[src/rtl/logic_op_unit.sv]
`default_nettype none
// ============================================================================
// logic_op_unit : registered WIDTH-bit OR/AND/XOR/NOR unit with accumulator
//                 and valid/ready handshake. Optional macro LOGIC_OP_PARITY_EN
//                 adds a registered parity output.  Rev 1.0
// ============================================================================
module logic_op_unit #(
    parameter int WIDTH = 8
) (
    input  logic             clk,
    input  logic             rst,
    input  logic             en,
    input  logic             in_valid,
    output logic             in_ready,
    input  logic [1:0]       op,
    input  logic             src_sel,
    input  logic [WIDTH-1:0] IN,
    input  logic [WIDTH-1:0] SV,
    input  logic             acc_clr,
    output logic             out_valid,
    input  logic             out_ready,
    output logic [WIDTH-1:0] Out,
    output logic             zero,
    output logic [WIDTH-1:0] acc
`ifdef LOGIC_OP_PARITY_EN
    ,
    output logic             parity
`endif
);

    typedef enum logic [0:0] {
        ST_EMPTY = 1'b0,
        ST_FULL  = 1'b1
    } state_t;

    state_t           state_q, state_d;
    logic [WIDTH-1:0] out_q, out_d;
    logic [WIDTH-1:0] acc_q, acc_d;
    logic             zero_q, zero_d;
    logic [WIDTH-1:0] w_opb, w_res, w_wval;
    logic             w_accept;

    assign out_valid = (state_q == ST_FULL);
    assign in_ready  = !out_valid || out_ready;
    assign w_accept  = in_valid && in_ready;

    always_comb begin
        w_opb = src_sel ? acc_q : SV;
        case (op)
            2'b00:   w_res = IN | w_opb;
            2'b01:   w_res = IN & w_opb;
            2'b10:   w_res = IN ^ w_opb;
            default: w_res = ~(IN | w_opb);
        endcase
        w_wval = en ? w_res : '0;
    end

    // Full with !out_ready cannot accept (in_ready=0), so it simply holds.
    always_comb begin
        state_d = state_q;
        case (state_q)
            ST_EMPTY: if (w_accept) state_d = ST_FULL;
            default:  if (out_ready && !w_accept) state_d = ST_EMPTY;
        endcase
    end

    always_comb begin
        out_d  = out_q;
        zero_d = zero_q;
        acc_d  = acc_q;
        if (w_accept) begin
            out_d  = w_wval;
            zero_d = (w_wval == '0);
            if (en) acc_d = w_res;
        end
        // The clear takes priority over a same-cycle accumulator write.
        if (acc_clr) acc_d = '0;
    end

    always_ff @(posedge clk or posedge rst) begin
        if (rst) begin
            state_q <= ST_EMPTY;
            out_q   <= '0;
            zero_q  <= 1'b1;
            acc_q   <= '0;
        end else begin
            state_q <= state_d;
            out_q   <= out_d;
            zero_q  <= zero_d;
            acc_q   <= acc_d;
        end
    end

    assign Out  = out_q;
    assign zero = zero_q;
    assign acc  = acc_q;

`ifdef LOGIC_OP_PARITY_EN
    logic parity_q, parity_d;

    always_comb begin
        parity_d = parity_q;
        if (w_accept) parity_d = ^w_wval;
    end

    always_ff @(posedge clk or posedge rst) begin
        if (rst) parity_q <= 1'b0;
        else     parity_q <= parity_d;
    end

    assign parity = parity_q;
`endif

endmodule
`default_nettype wire

[config.mk]
export PLATFORM = sky130hd
export DESIGN_NAME = logic_op_unit
export DESIGN_NICKNAME = d
export VERILOG_FILES = /design/src/rtl/logic_op_unit.sv
export SDC_FILE = /design/constraint.sdc
export NUM_CORES = 1
export LEC_CHECK = 0
export ABC_AREA = 1
export CAP_MARGIN = 20
export CORE_ASPECT_RATIO = 1.25
export CORE_MARGIN = 1.5
export CORE_UTILIZATION = 50
export DETAILED_ROUTE_END_ITERATION = 10
export PLACE_DENSITY = 0.85
export SLEW_MARGIN = 10
export SYNTH_ARGS = -nofsm -noshare
export SYNTH_HDL_FRONTEND = slang
export SYNTH_SLANG_ARGS = --single-unit
[constraint.sdc]
create_clock -name clk -period 2.1 [get_ports clk]
set_input_delay 0.21 -clock clk [delete_from_list [all_inputs] [get_ports clk]]
set_output_delay 0.21 -clock clk [all_outputs]
set_load 0.01 [all_outputs]
==> results of run 1 <==
state kept, by name, indices dropped and copies added, names as in the netlist:
register	count
acc	8
Out	8
zero	1
out_valid	1
power by group:
part | internal [W] | switching (W)
combinational | 0.000153 | 0.000154
clock | 0.000106 | 0.0000975
sequential | 0.000378 | 0.0000192
total | 0.000637 | 0.000271
stage by stage:
| step | utilization | setup WS [ns] | power (W) | cells | hold WS [ns] |
|---|---|---|---|---|---|
| after global routing | 0.707 | 0.248 | 0.000966 | 275 | 0.364 |
| after floorplan | - | 0.659 | 0.000565 | 195 | 0.148 |
| after global placement | 0.693 | 0.124 | 0.000705 | 271 | 0.464 |
| after CTS | 0.707 | 0.414 | 0.000914 | 275 | 0.322 |
| final | 0.707 | 0.418 | 0.000907 | 275 | 0.301 |
| after detailed placement | 0.693 | 0.116 | 0.000711 | 271 | 0.467 |
layer usage:
layer,track usage,vias up,part of all wire
met4,0.0873,0,0.014
met1,0.248,628,0.45
li1,-,708,-
met2,0.398,31,0.50
met5,0,-,0
met3,0.00718,5,0.035
area by class of cell:
cell class,count,area [µm²],share of cell area
multi-input cells,133,733,0.391
repair buffers,47,460,0.245
flip-flops and latches,18,452,0.241
inverters,39,151,0.0807
well taps,34,42.5,0.0227
clock buffers,4,36.3,0.0193
worst paths after layout:
path                            slack, ns               start  depth (start not counted)                 end
worst min-delay path                 0.30                 rst                          2  Out[1]$_DFFE_PP0P_
worst max register to register       0.54  acc[6]$_DFFE_PP0P_                          8  acc[6]$_DFFE_PP0P_
max in group asynchronous            1.39                 rst                          2  acc[3]$_DFFE_PP0P_
worst max-delay path                 0.42             src_sel                         12    zero$_DFFE_PP1P_
worst min register to register       0.48    zero$_DFFE_PP1P_                          2    zero$_DFFE_PP1P_
min in group clk                     0.48    zero$_DFFE_PP1P_                          2    zero$_DFFE_PP1P_
logic make-up after synthesis:
| family | after synthesis | synth area share |
|---|---|---|
| compound gates | 33 | 0.123 |
| fa+ha+maj | 16 | 0.145 |
| buf+inv | 44 | 0.141 |
| flops | 18 | 0.328 |
| simple gates | 84 | 0.263 |
cell usage in the layout, fill, tap and decap left out:
cell type and n:
a21oi_1 14, a21oi_2 1, a31oi_1 1, buf_4 4, clkbuf_4 3, clkbuf_8 1
clkdlybuf4s50_1 43, dfrtp_1 17, dfstp_2 1, ha_1 16, inv_1 36, inv_2 1
inv_4 2, nand2_1 56, nand2_2 2, nand2_4 1, nand3_1 22, nor2_1 2
nor2_4 1, o21ai_0 10, o21ai_1 7
==> out/results.env, run 1 <==
STATUS='completed'
GRT_MAX_DEGREE=19
COUNT_LEADER_SYNTH='nand2_1'
SETUP_VIOLATION_TOTAL_IN_THE_FINAL_TIMING_REPORT=0
DRC=0
POSTSYNTH.ASYNCRESETSHARE=1.00
LAYOUT-DRIVE-GT1-SHARE=0.0705
YOSYSTOPAREACELL='dfrtp_1'
FINAL_TOTAL_NEGATIVE_SETUP_SLACK_NS=0
CP.BUFFERS_INVERTERS=2
GLOBALROUTETOTALUTIL=0.207
WORST-SLEW-PIN-TRANSITION_NS=0.650
LAYOUT_SKEW_NS=0.000548
FIN_NETS=283
DRTPASS1ITERATIONS=5
EFFECTIVE_UTILIZATION_AT_FLOORPLAN=0.520
SYN-CELL-AREA_MM2=0.00138
TIMING.FINAL.CRIT_PERIOD_NS=1.68
FINALMAXSLEWVIOLATIONS=0
POWER_LEAKAGE_nW=0.971
ROUTED_VIA_DENSITY=4.99
CRITPATHCAPTURETYPE='register'
GLOBALROUTEOVERFLOWTOTAL=0
YOSYS-TOP-CELLS-COUNT='nand2_1 (56), inv_1 (36), nand3_1 (22)'
MIN_PATH_TYPE='input port to asynchronous set/reset pin'
CLK_LATENCY_NS=0.28
CPLARGESTDELAYFAMILY='buffers and inverters'
CPPEAKSTAGEDELAY_NS=0.46
PERIOD_SHARE=0.801
DRT-WIRELENGTH-PER-CELL_UM=11.3
DRT.ANTENNA.VIOLATING_NETS=0
HOLD_VIOL=0
TRITONCTS.NUM_BUFFERS=3
CTS-HTREE-LEVELS=1
CTS_HOLD_REPAIR.BUFFERS=0
DETAIL_ROUTE.ITER0.VIOLATIONS=40
SYNTH-EDFF-COUNT=0
CTSROOTBUFFERMASTER='clkbuf_4'
DIE_H_UM=61.7
YOSYS.CELL_TYPES.COUNT=20
POWER.DENSITY_mW_PER_MM2=484
POST_CTS.RESIZED_INSTANCES=0
CP_MOST_FREQUENT_CELL='nand2_1'
CPMAXSTAGEDELAYCELL='clkdlybuf4s50_1'
FILL_CELLS=236
CTS_TREE='built'
MAX_CAP_VIOL_COUNT=0
CORE_MM2=0.00265
SYNTH.TOP_CELLS.BY_AREA='dfrtp_1 (31%), nand2_1 (15%), ha_1 (15%)'
CRIT_PATH_MAX_FANOUT=16
SYNTH_WARNINGS=0
POSTCTSSETUPBUFFERS=0
N_ANTENNA_CELL=0
CORE.ROWCOUNT=21
WIRELENGTH_UM=3100
PATH_CELLS='clkdlybuf4s50_1 -> buf_4 -> nand2_1 -> o21ai_0 -> ha_1 -> o21ai_0 -> nand3_1 -> nand2_1 -> nand2_1 -> nor2_1 -> nand2_1 -> nand2_1'
FINAL_AREA_MM2=0.00188
GRT_FIRST_PASS_WIRELENGTH_UM=4890
AREA_GROWTH_PCT=36.0
CTSLONGESTPATHBUFFERS=2
FIRST_GLOBAL_VIAS=1182
WORSTPATHREQUIRED_NS=2.34
GRT_SETUP_UNREPAIRED='no'
FLOORPLAN.IO_PINS=44
WORST_CASE_HEADROOM_TO_THE_MAX_SLEW_LIMIT=0.566
SYNTH.TOP_CELL.AREA_SHARE=0.309
PLACEMENT.IO_BUFFERS=43
DIE_AREA_MM2=0.00308
START_TO_END_TYPE_OF_THE_WORST_SETUP_PATH='input port to register'
AVGSYNTHCELLAREA_UM2=7.07
CTS_SINKS=18
WORSTSETUPSTARTPOINTTYPE='input port'
DP.FINAL_HPWL_UM=2510
MAX_FREQ_MHz=595
POSTSYNTHCELLCOUNT=195
SYNTH.YOSYS.SEQ_AREA_SHARE=0.328
PEAKVDDDROP_V=0.000452
ROUTED-VIA-COUNT=1372
GLOBALPLACE.CONGESTION=0.807
YS_DOMINANT_REG_CELL='dfrtp_1'
YS_FF_LATCH=18
WORSTPATHARRIVAL_NS=1.92
ANTENNA_FOUND_INITIAL=0
SYNTH_FP_NETS=236
PLACEMENT.CELL_AREA_MM2=0.00184
FLOORPLAN.DIE.WIDTH_UM=50.0
CLK_TRANSITION_REPORTED_PATHS_NS=0.09
(Power assumes the default switching activity.)
==> run 2: changes to the inputs <==
--- a/config.mk
+++ b/config.mk
@@ -9,9 +9,9 @@
 export CAP_MARGIN = 20
 export CORE_ASPECT_RATIO = 1.25
 export CORE_MARGIN = 1.5
-export CORE_UTILIZATION = 50
+export CORE_UTILIZATION = 46
 export DETAILED_ROUTE_END_ITERATION = 10
-export PLACE_DENSITY = 0.85
+export PLACE_DENSITY = 0.8
 export SLEW_MARGIN = 10
 export SYNTH_ARGS = -nofsm -noshare
 export SYNTH_HDL_FRONTEND = slang
==> constraint.sdc (replaced) <==
create_clock -name clk -period 1.6 [get_ports clk]
set_input_delay 0.16 -clock clk [delete_from_list [all_inputs] [get_ports clk]]
set_output_delay 0.16 -clock clk [all_outputs]
set_load 0.01 [all_outputs]
==> run 2 against run 1 <==
Core utilization fell by 0.28 points. Combinational power grew 49%. Sequential power grew 31%. Hold slack got worse by 0.14 ns. Sequential cell count stayed put. Die area rose by 8.2%. Clock skew is 0.00094 ns higher. Largest power group unchanged.
==> out/results.env, run 2 (synthesis results as in run 1) <==
WIRELENGTH_UM=3440
EFFECTIVE_UTILIZATION_AT_FLOORPLAN=0.477
CTSROOTBUFFERMASTER='clkbuf_4'
WORSTPATHREQUIRED_NS=1.85
CTS_TREE='built'
HOLD_VIOL=0
FILL_CELLS=250
POWER.DENSITY_mW_PER_MM2=618
PERIOD_SHARE=0.986
DRT.ANTENNA.VIOLATING_NETS=0
MAX_CAP_VIOL_COUNT=0
WORST_CASE_HEADROOM_TO_THE_MAX_SLEW_LIMIT=0.783
DRC=0
CRITPATHCAPTURETYPE='register'
CP_MOST_FREQUENT_CELL='nand2_1'
CPMAXSTAGEDELAYCELL='dfrtp_1'
FINALNONFILLERCELLS=293
WORSTREG2REGSTART='acc[4]$_DFFE_PP0P_'
DETAIL_ROUTE.ITER0.VIOLATIONS=45
WORSTSETUPSTARTPOINTTYPE='register'
POWER_LEAKAGE_nW=1.06
GRT_FIRST_PASS_WIRELENGTH_UM=5610
FINALMAXSLEWVIOLATIONS=0
MIN_PATH_TYPE='input port to asynchronous set/reset pin'
PEAKVDDDROP_V=0.000668
DRTPASS1ITERATIONS=4
START_TO_END_TYPE_OF_THE_WORST_SETUP_PATH='register to register'
MAX_FREQ_MHz=634
SETUP_VIOLATION_TOTAL_IN_THE_FINAL_TIMING_REPORT=0
FLOORPLAN.DIE.WIDTH_UM=52.0
FINAL_TOTAL_NEGATIVE_SETUP_SLACK_NS=0
DP.FINAL_HPWL_UM=2650
CRIT_PATH_MAX_FANOUT=3
PATH_CELLS='inv_1 -> nand2_2 -> o21ai_2 -> ha_1 -> o21ai_1 -> nand3_1 -> nand2_1 -> nand3_1 -> nor2_1 -> nand2_1 -> nand2_1'
STATUS='completed'
CPPEAKSTAGEDELAY_NS=0.41
ROUTED-VIA-COUNT=1416
CLK_LATENCY_NS=0.30
AREA_GROWTH_PCT=47.5
FINISH.UTILIZATION=0.704
ROUTED_VIA_DENSITY=4.83
CTSLONGESTPATHBUFFERS=2
TIMING.FINAL.CRIT_PERIOD_NS=1.58
LAYOUT-DRIVE-GT1-SHARE=0.160
GRT_SETUP_UNREPAIRED='yes'
GLOBALROUTETOTALUTIL=0.219
DIE_AREA_MM2=0.00334
MOST_FREQUENT_CELLS_IN_THE_LAYOUT='nand2_1 (55), clkdlybuf4s50_1 (42), inv_1 (36)'
DRT-WIRELENGTH-PER-CELL_UM=11.7
LAYOUT_SKEW_NS=0.00149
CTS_SINKS=18
CLK_TRANSITION_REPORTED_PATHS_NS=0.10
CTS-HTREE-LEVELS=1
CORE_MM2=0.00289
PLACEMENT.IO_BUFFERS=43
CP.BUFFERS_INVERTERS=1
N_ANTENNA_CELL=0
CTS_HOLD_REPAIR.BUFFERS=0
DP_CELLS=281
GRT_MAX_DEGREE=19
ANTENNA_FOUND_INITIAL=0
WORST-SLEW-PIN-TRANSITION_NS=0.325
FLOORPLAN.IO_PINS=44
GLOBALROUTEOVERFLOWTOTAL=0
CRIT_START='acc[4]$_DFFE_PP0P_'
TRITONCTS.NUM_BUFFERS=3
WORSTPATHARRIVAL_NS=1.83
FIN_NETS=299
CORE.ROWCOUNT=22
FIRST_GLOBAL_VIAS=1393
GLOBALPLACE.CONGESTION=0.884
CPLARGESTDELAYFAMILY='simple AND/OR/NAND/NOR gates'
MOST_COMMON_CELL_AFTER_LAYOUT_FILL_AND_TAPS_ASIDE='nand2_1'
DIE_H_UM=64.2
==> run 2: cell types whose count changed in the layout (fill, tap and decap cells not counted), sizes merged <==
cell / before / now
buf: 4 / 20
clkdlybuf4s50: 43 / 42
dlygate4sd2: 0 / 1
==> run 2: area by class of cell <==
class,count,area (µm²),share of cell area
clock buffers,4,36.3,0.0178
multi-input cells,133,763,0.375
inverters,39,151,0.0744
well taps,36,45.0,0.0221
flip-flops and latches,18,452,0.222
repair buffers,63,587,0.288
==> run 2: path summary, 6_finish.rpt <==
check	end	slack (ns)	cells after the start
min in group clk	out_valid$_DFF_PP0_	0.43	3
setup reg to reg	zero$_DFFE_PP1P_	0.02	11
setup / recovery	zero$_DFFE_PP1P_	0.02	11
hold / removal	Out[5]$_DFFE_PP0P_	0.16	3
max in group asynchronous	zero$_DFFE_PP1P_	1.18	3
hold reg to reg	zero$_DFFE_PP1P_	0.49	2
==> run 2: what timing repair did <==
| item | CTS | global route |
|---|---|---|
| setup buffers | 0 | 7 |
| cloned | 1 | 0 |
| gates resized for setup | 11 | 10 |
| pin swaps | 0 | 10 |
| setup endpoints to repair | 3 | 4 |
==> run 2: stage by stage <==
stage | total power, W | setup WS [ns] | hold slack, ns | cell area (µm²)
floorplan | 0.000741 | 0.159 | 0.0978 | 1380
global placement | 0.000944 | -0.378 | 0.464 | 1900
detailed placement | 0.000952 | -0.447 | 0.465 | 1900
CTS | 0.00124 | 0.0456 | 0.164 | 1960
global route | 0.00133 | -0.0893 | 0.185 | 2030
finish | 0.00126 | 0.0224 | 0.162 | 2030
==> run 2: layer usage <==
metal	part of all wire	GRT usage	routed length (µm)	vias to the layer above
li1	-	-	-	731
met1	0.42	0.259	1430	647
met2	0.53	0.399	1830	33
met3	0.038	0.0164	132	5
met4	0.014	0.0789	48	0
met5	0	0	0	-
==> run 2: worst register-to-register path, delay by kind of cell, from the launching register on <==
family,cells,cell delay [ns]
simple gates,7,0.58
fa+ha+maj,1,0.26
buf+inv,1,0.09
flops,1,0.41
compound gates,2,0.19
==> run 2: power by group <==
part | total (W) | leakage, nW | internal (W) | switching (W)
sequential | 0.000520 | 0.237 | 0.000496 | 0.0000234
clock | 0.000281 | 0.0210 | 0.000139 | 0.000143
combinational | 0.000456 | 0.803 | 0.000232 | 0.000224
